## config.mk

```make
export PLATFORM = sky130hd
export DESIGN_NAME = cnt4_ctrl_flat
export DESIGN_NICKNAME = d
export VERILOG_FILES = /design/src/rtl/cnt4_ctrl_if.sv /design/src/rtl/cnt4_ctrl.sv /design/src/flat_wrapper.sv
export SDC_FILE = /design/constraint.sdc
export NUM_CORES = 1
export LEC_CHECK = 0
export ABC_AREA = 0
export CELL_PAD_IN_SITES_DETAIL_PLACEMENT = 2
export CELL_PAD_IN_SITES_GLOBAL_PLACEMENT = 2
export CORE_MARGIN = 5
export CORE_UTILIZATION = 30
export DETAILED_ROUTE_END_ITERATION = 8
export GPL_ROUTABILITY_DRIVEN = 0
export PLACE_DENSITY = 0.82
export SYNTH_ARGS = -nofsm -noshare
export SYNTH_HDL_FRONTEND = slang
export SYNTH_SLANG_ARGS = --single-unit
```

## constraint.sdc

```tcl
create_clock -name CLK -period 2.23 [get_ports CLK]
set_input_delay 0.3345 -clock CLK [delete_from_list [all_inputs] [get_ports CLK]]
set_output_delay 0.3345 -clock CLK [all_outputs]
set_load 0.05 [all_outputs]
```

## src/rtl/cnt4_ctrl_if.sv

```systemverilog
// rtl/cnt4_ctrl_if.sv - control/status bundle between the counter controller and its user
interface cnt4_ctrl_if #(
    parameter int WIDTH  = 4,
    parameter int WRAP_W = 4
);
    logic              ENB;
    logic [1:0]        MODE;
    logic [WIDTH-1:0]  D;
    logic [WIDTH-1:0]  Q;
    logic              S_OUT;
    logic [1:0]        STATE;
    logic [WRAP_W-1:0] WRAPS;

    modport master (
        output ENB, MODE, D,
        input  Q, S_OUT, STATE, WRAPS
    );

    modport slave (
        input  ENB, MODE, D,
        output Q, S_OUT, STATE, WRAPS
    );
endinterface

```

## src/rtl/cnt4_ctrl.sv

```systemverilog
// rtl/cnt4_ctrl.sv - 4-bit counter sequencing controller with registered outputs and wrap tally
module cnt4_ctrl #(
    parameter int WIDTH  = 4,
    parameter int STEP   = 3,
    parameter int WRAP_W = 4
) (
    input  logic      CLK,
    input  logic      RESET_N,
    cnt4_ctrl_if.slave bus
);

    typedef enum logic [1:0] {
        IDLE = 2'b00,
        RUN  = 2'b01,
        LOAD = 2'b10
    } state_t;

    localparam logic [WIDTH:0]    ONE_EXT  = (WIDTH+1)'(1);
    localparam logic [WIDTH:0]    STEP_EXT = (WIDTH+1)'(STEP);
    localparam logic [WRAP_W-1:0] WRAP_MAX = {WRAP_W{1'b1}};

    state_t            state_r, state_nxt;
    logic [WIDTH-1:0]  q_r, q_nxt;
    logic              s_r, s_nxt;
    logic [WRAP_W-1:0] wraps_r, wraps_nxt;

    // One extra bit on the sum exposes carry (up) or borrow (down) as the MSB.
    logic [WIDTH:0]    sum_ext;

    always_ff @(posedge CLK or negedge RESET_N) begin
        if (!RESET_N) begin
            state_r <= IDLE;
            q_r     <= '0;
            s_r     <= 1'b0;
            wraps_r <= '0;
        end else begin
            state_r <= state_nxt;
            q_r     <= q_nxt;
            s_r     <= s_nxt;
            wraps_r <= wraps_nxt;
        end
    end

    always_comb begin
        state_nxt = state_r;
        q_nxt     = q_r;
        s_nxt     = 1'b0;
        wraps_nxt = wraps_r;
        sum_ext   = {1'b0, q_r};

        if (!bus.ENB) begin
            state_nxt = IDLE;
        end else begin
            case (bus.MODE)
                2'b00: begin
                    state_nxt = RUN;
                    sum_ext   = {1'b0, q_r} + ONE_EXT;
                    q_nxt     = sum_ext[WIDTH-1:0];
                    s_nxt     = sum_ext[WIDTH];
                end
                2'b01: begin
                    state_nxt = RUN;
                    sum_ext   = {1'b0, q_r} - ONE_EXT;
                    q_nxt     = sum_ext[WIDTH-1:0];
                    s_nxt     = sum_ext[WIDTH];
                end
                2'b10: begin
                    state_nxt = RUN;
                    sum_ext   = {1'b0, q_r} + STEP_EXT;
                    q_nxt     = sum_ext[WIDTH-1:0];
                    s_nxt     = sum_ext[WIDTH];
                end
                2'b11: begin
                    // Load overrides any carry this edge would otherwise produce.
                    state_nxt = LOAD;
                    q_nxt     = bus.D;
                    wraps_nxt = '0;
                end
                default: begin
                    state_nxt = state_r;
                end
            endcase

            if (s_nxt && (wraps_r != WRAP_MAX)) begin
                wraps_nxt = wraps_r + 1'b1;
            end
        end
    end

    assign bus.Q     = q_r;
    assign bus.S_OUT = s_r;
    assign bus.STATE = state_r;
    assign bus.WRAPS = wraps_r;

endmodule

```

## src/flat_wrapper.sv

```systemverilog
// flat-port wrapper written by rule: the top's interface ports become plain ports
module cnt4_ctrl_flat 
#(
    parameter int WIDTH  = 4,
    parameter int STEP   = 3,
    parameter int WRAP_W = 4
)
  (CLK, RESET_N, bus_ENB, bus_MODE, bus_D, bus_Q, bus_S_OUT, bus_STATE, bus_WRAPS);
  cnt4_ctrl_if #(.WIDTH(WIDTH), .WRAP_W(WRAP_W)) bus_i ();
  input  logic CLK;
  input  logic RESET_N;
  input wire logic [$bits(bus_i.ENB)-1:0] bus_ENB;
  input wire logic [$bits(bus_i.MODE)-1:0] bus_MODE;
  input wire logic [$bits(bus_i.D)-1:0] bus_D;
  output wire logic [$bits(bus_i.Q)-1:0] bus_Q;
  output wire logic [$bits(bus_i.S_OUT)-1:0] bus_S_OUT;
  output wire logic [$bits(bus_i.STATE)-1:0] bus_STATE;
  output wire logic [$bits(bus_i.WRAPS)-1:0] bus_WRAPS;
  assign bus_i.ENB = bus_ENB;
  assign bus_i.MODE = bus_MODE;
  assign bus_i.D = bus_D;
  assign bus_Q = bus_i.Q;
  assign bus_S_OUT = bus_i.S_OUT;
  assign bus_STATE = bus_i.STATE;
  assign bus_WRAPS = bus_i.WRAPS;
  cnt4_ctrl #(.WIDTH(WIDTH), .STEP(STEP), .WRAP_W(WRAP_W)) u_core (.CLK(CLK), .RESET_N(RESET_N), .bus(bus_i));
endmodule
```

* After elaboration in Yosys (flattened, before gate mapping)
Index checks and enable logic that the tools add are counted.
** Storage, ports and cells
- Register bits :: 11
- Bits of input ports :: 9
- Output and inout port bits :: 11
- Word-level logic and storage cells :: 25
** Operators by class
- Add/sub/neg operators :: 4
- Equality and inequality tests :: 4
- Mux-type cells :: 8
- Reduce and logical (&&, ||, !) cells :: 5
** Operators with widths (count)
- 4-bit one-hot mux with 4 select lines :: 1
- 4-bit 2-to-1 mux :: 2
- 4-bit by 1-bit adder with 5-bit output, second input constant :: 1
- 4-bit by 2-bit adder with 5-bit output, second input constant :: 1
- 4-bit by 1-bit subtractor with 5-bit output, second input constant :: 1
- 4-bit by 1-bit adder with 4-bit output, second input constant :: 1
- 2-bit == test, second input constant :: 2
- 4-bit != test, second input constant :: 1
- 2-bit one-hot mux with 2 select lines :: 1
- 1-bit one-hot mux with 3 select lines :: 1
- 3-bit OR reduction :: 1
- 2-bit by 1-bit == test with 1-bit output, second input constant :: 1
- 2-bit logical NOT :: 1
- 1-bit 2-to-1 mux :: 2
- 2-bit 2-to-1 mux :: 1
- 2-bit AND reduction :: 1
- 2-bit nonzero test :: 1
- 1-bit logical AND :: 1

* Longest topological paths before layout
- Depth in word-level cells :: 6
- Gate-level depth with buffers :: 6
- Mapped depth without buffers :: 6

* Least setup slack after synthesis
No wires, ideal clock.
- Path kind :: register to register
- Start :: register u_core.q_r[0] (netlist: u_core.bus.Q[0])
- End :: register u_core.wraps_r[1] (netlist: u_core.bus.WRAPS[1])
- Library setup time :: 0.082 ns
- Arrival :: 1.691 ns
- Required time :: 2.148 ns
- Setup slack :: 0.457 ns
- Cell stages (with the launch flop) :: 7
- Buffers on the path :: 0
- Clock period less this slack :: 1.773 ns
- Cell sequence :: dfrtp_1 > inv_1 > ha_1 > nand4bb_2 > a21oi_1 > o221a_2 > o22ai_1
** On the way
- Longest elaborated chain between the ends :: 6
- Elaborated cells between the ends (all ways) :: 9
- Classes of those cells :: add/sub: 3; mux: 3; reduce/logical: 3
** Ends and longest elaborated chain
- from (decl) :: line cnt4_ctrl.sv:23 : logic [WIDTH-1:0] q_r, q_nxt;
- from (signal assigned) :: line cnt4_ctrl.sv:38 : q_r <= q_nxt;
- 4-bit by 2-bit adder with 5-bit output, or another cell as far along :: line cnt4_ctrl.sv:69 : sum_ext = {1'b0, q_r} + STEP_EXT;
- 1-bit one-hot mux with 3 select lines (*) :: line cnt4_ctrl.sv:54 : case (bus.MODE)
- 1-bit 2-to-1 mux (*) :: line cnt4_ctrl.sv:51 : if (!bus.ENB) begin
- 1-bit logical AND (*) :: line cnt4_ctrl.sv:84 : if (s_nxt && (wraps_r != WRAP_MAX)) begin
- 2-bit nonzero test (no source line)
- 2-bit AND reduction (no source line)
- to (signal assigned) :: line cnt4_ctrl.sv:40 : wraps_r <= wraps_nxt;
- to (decl) :: line cnt4_ctrl.sv:25 : logic [WRAP_W-1:0] wraps_r, wraps_nxt;
Every way passes the cells marked *; elsewhere a longest branch is shown, timed or not. The select of a mux whose other input is x is not followed.
A chain may end at the register's enable or synchronous reset.

* Worst setup path after layout
- Start :: register u_core.q_r[2] (netlist: u_core.bus.Q[2])
- End :: output bus_Q[2]
** RTL lines
- to (decl) :: line flat_wrapper.sv:15 : output wire logic [$bits(bus_i.Q)-1:0] bus_Q;
No word-level cell between the ends.

==> metrics.txt <==
Via density=roughly 5.4; Die Span Y=60.9 um; WP data required=1900 ps; CTS resizes=0; Clk Latency, worst-skew pair=270 ps; root buffer cell=clkbuf_4; core area=2480 um^2; # DRC=0; synthesized flop and latch total=11; ANT cells=0; MaxCap Viol Count=0; antenna-violating nets left=0; min-delay worst type=in2async; CTS buffer count=3; antenna violations before repair=0; grt ovf=0; share of layout cells above drive strength 1=between 10% and 20%; PwrDens=just over 900 nW/um^2; synthesized net count=100; Starting Density=31.4%; leading area contributor after synthesis=dfrtp_1; Reg clk slew, reported paths=~80 ps; CP Cell Sequence=clkdlybuf4s50_1; setup_tns=0 ps; # port buffers=19; RSZ-0062 raised after global routing=false; Post-Syn Area=~780 um^2; slowest stage delay, CP=slightly below 900 ps; TritonCTS clock tree=built; family with the most delay on the worst path=buffers and inverters; Slew headroom=64.3%; Mapped Cells=88; Routed WL=2160 um; post-DP HPWL=1640 um; P_leak=0.434 nW; pin count of the biggest net entering global routing=14; first-pass GRT wire length=~3700 um; Critical Path AT=1730 ps; Mean Syn Cell Area=~8.8 um^2; Critical Path Sink Type=output port; Clock Path Buffers=2; status=finished clean; peak fanout along the critical path=10; Setup Skew=3.20 ps; leading cell types in the layout, fill and taps excluded=19 x clkdlybuf4s50_1, 11 x dfrtp_1, 9 x nand2_1; share of the synthesized area in the top cell type=a little over a third; CTS H-Tree Depth=1; Placement Cell Area=992 um^2; hold_buf cts=0; final count of negative-setup-slack endpoints=0; die area=between 3000 and 4000 um^2; Clock Sinks=11; Tmin final=2070 ps; commonest non-fill, non-tap cell in the layout=clkdlybuf4s50_1; initial detailed-routing violation count=7; nets=122; Slew Viols, Final=0; via count=about 750; register area share after synthesis=~35%; Cell variety after synth=33; critical path type=reg2out; worst path bufs/invs=1; DR WL/cell=15.6 um; fmax=approximately 480 MHz; Initial DRT Pass Iterations=4; chip width=between 60 and 70 um; vias in the first global route=approximately 790; Finished Cell Area=between 1000 and 1500 um^2; Total GRT Usage=13.7%; peak supply drop=between 0.3 and 0.4 mV; worst hold slack=slightly above 400 ps; area grow syn2layout=31.1%; crit start category=flip-flop; I/O Pins=20; synth top area cells=dfrtp_1 35%, ha_1 4.8%, o21ai_0 4.5%; Worst-Margin Slew=about 530 ps; Yosys Warn Count=0; final worst-path cycle share=92.7%; Critical-path top delay cell=clkdlybuf4s50_1; Setup Fix Bufs, Post-CTS=0; Hold Fails Final Rpt=0; Core Rows=18
[cells by family after synthesis]
| group | count (synthesis) | share of synthesized area [%] |
|---|---|---|
| AND/OR/NAND/NOR | 32 | 24.5 |
| AO/OA/AOI/OAI | 25 | 20.9 |
| buffers and inverters | 11 | 6.92 |
| flip-flops | 11 | 35.4 |
| adder cells (fa/ha/maj) | 4 | 6.12 |
| multiplexers | 3 | 3.86 |
| XOR/XNOR | 2 | 2.25 |
[cells in the mapped netlist]
cell and instances:
a211oi_2 1, a21oi_1 5, a221o_1 1, a31oi_1 1
and3_1 2, buf_2 1, buf_4 1, buf_6 1
clkbuf_1 1, dfrtp_1 11, ha_1 3, inv_1 7
maj3_1 1, mux2i_1 3, nand2_1 9, nand2b_1 1
nand3_1 5, nand3b_1 1, nand4b_4 1, nand4bb_2 1
nor2_1 5, nor2b_1 2, nor3_1 3, nor4_2 1
o211ai_1 2, o21ai_0 7, o21ai_1 2, o221a_2 1
o221ai_1 1, o22ai_1 3, o311a_1 1, or2_2 1
xor2_1 2
[worst paths after layout]
| kind | slack (ps) | startpoint | end | depth (start not counted) |
|---|---|---|---|---|
| max | 160 | u_core.bus.Q[2]$_DFFE_PN0P_ | bus_Q[2] | 1 |
| min | 400 | RESET_N | u_core.bus.Q[0]$_DFFE_PN0P_ | 1 |
| max reg2reg | 490 | u_core.bus.Q[0]$_DFFE_PN0P_ | u_core.bus.WRAPS[1]$_DFFE_PN0P_ | 6 |
| min reg2reg | 550 | u_core.bus.WRAPS[0]$_DFFE_PN0P_ | u_core.bus.WRAPS[0]$_DFFE_PN0P_ | 1 |
| max in group asynchronous | 1470 | RESET_N | u_core.bus.Q[3]$_DFFE_PN0P_ | 1 |
| min in group CLK | 550 | u_core.bus.WRAPS[0]$_DFFE_PN0P_ | u_core.bus.WRAPS[0]$_DFFE_PN0P_ | 1 |
[sequential cells by signal (all words and copies together) (netlist names)]
name,count
u_core.bus.WRAPS,4
u_core.bus.STATE,2
u_core.bus.S_OUT,1
u_core.bus.Q,4
[cell type report]
class | count | area (um^2)
flip-flops and latches | 11 | 275
fillers | 289 | 1460
well taps | 30 | 37.5
clock buffers | 4 | 26.3
repair buffers | 21 | 205
inverters | 7 | 26.3
multi-input cells | 66 | 448
[routing by layer]
layer | up-vias | wire length (um) | global-route usage, %
li1 | 360 | - | -
met1 | 366 | 973 | 17.0
met5 | - | 0 | 0
met3 | 4 | 80 | 1.91
met4 | 0 | 35 | 6.50
met2 | 18 | 1070 | 23.4
[through the flow]
stage	util, %	total power, mW	setup WS (ps)	cells
after floorplan	-	0.639	457	88
after global placement	40.1	0.774	306	135
after detailed placement	40.1	0.786	296	135
after CTS	41.1	0.936	136	139
after global routing	41.1	0.997	86.0	139
final	41.1	0.921	162	139
[power breakdown]
group	switching [mW]	internal [mW]
clock	0.0742	0.0693
sequential	0.0815	0.239
combinational	0.276	0.181
total	0.431	0.490
Power figures use the tool's default switching activity.
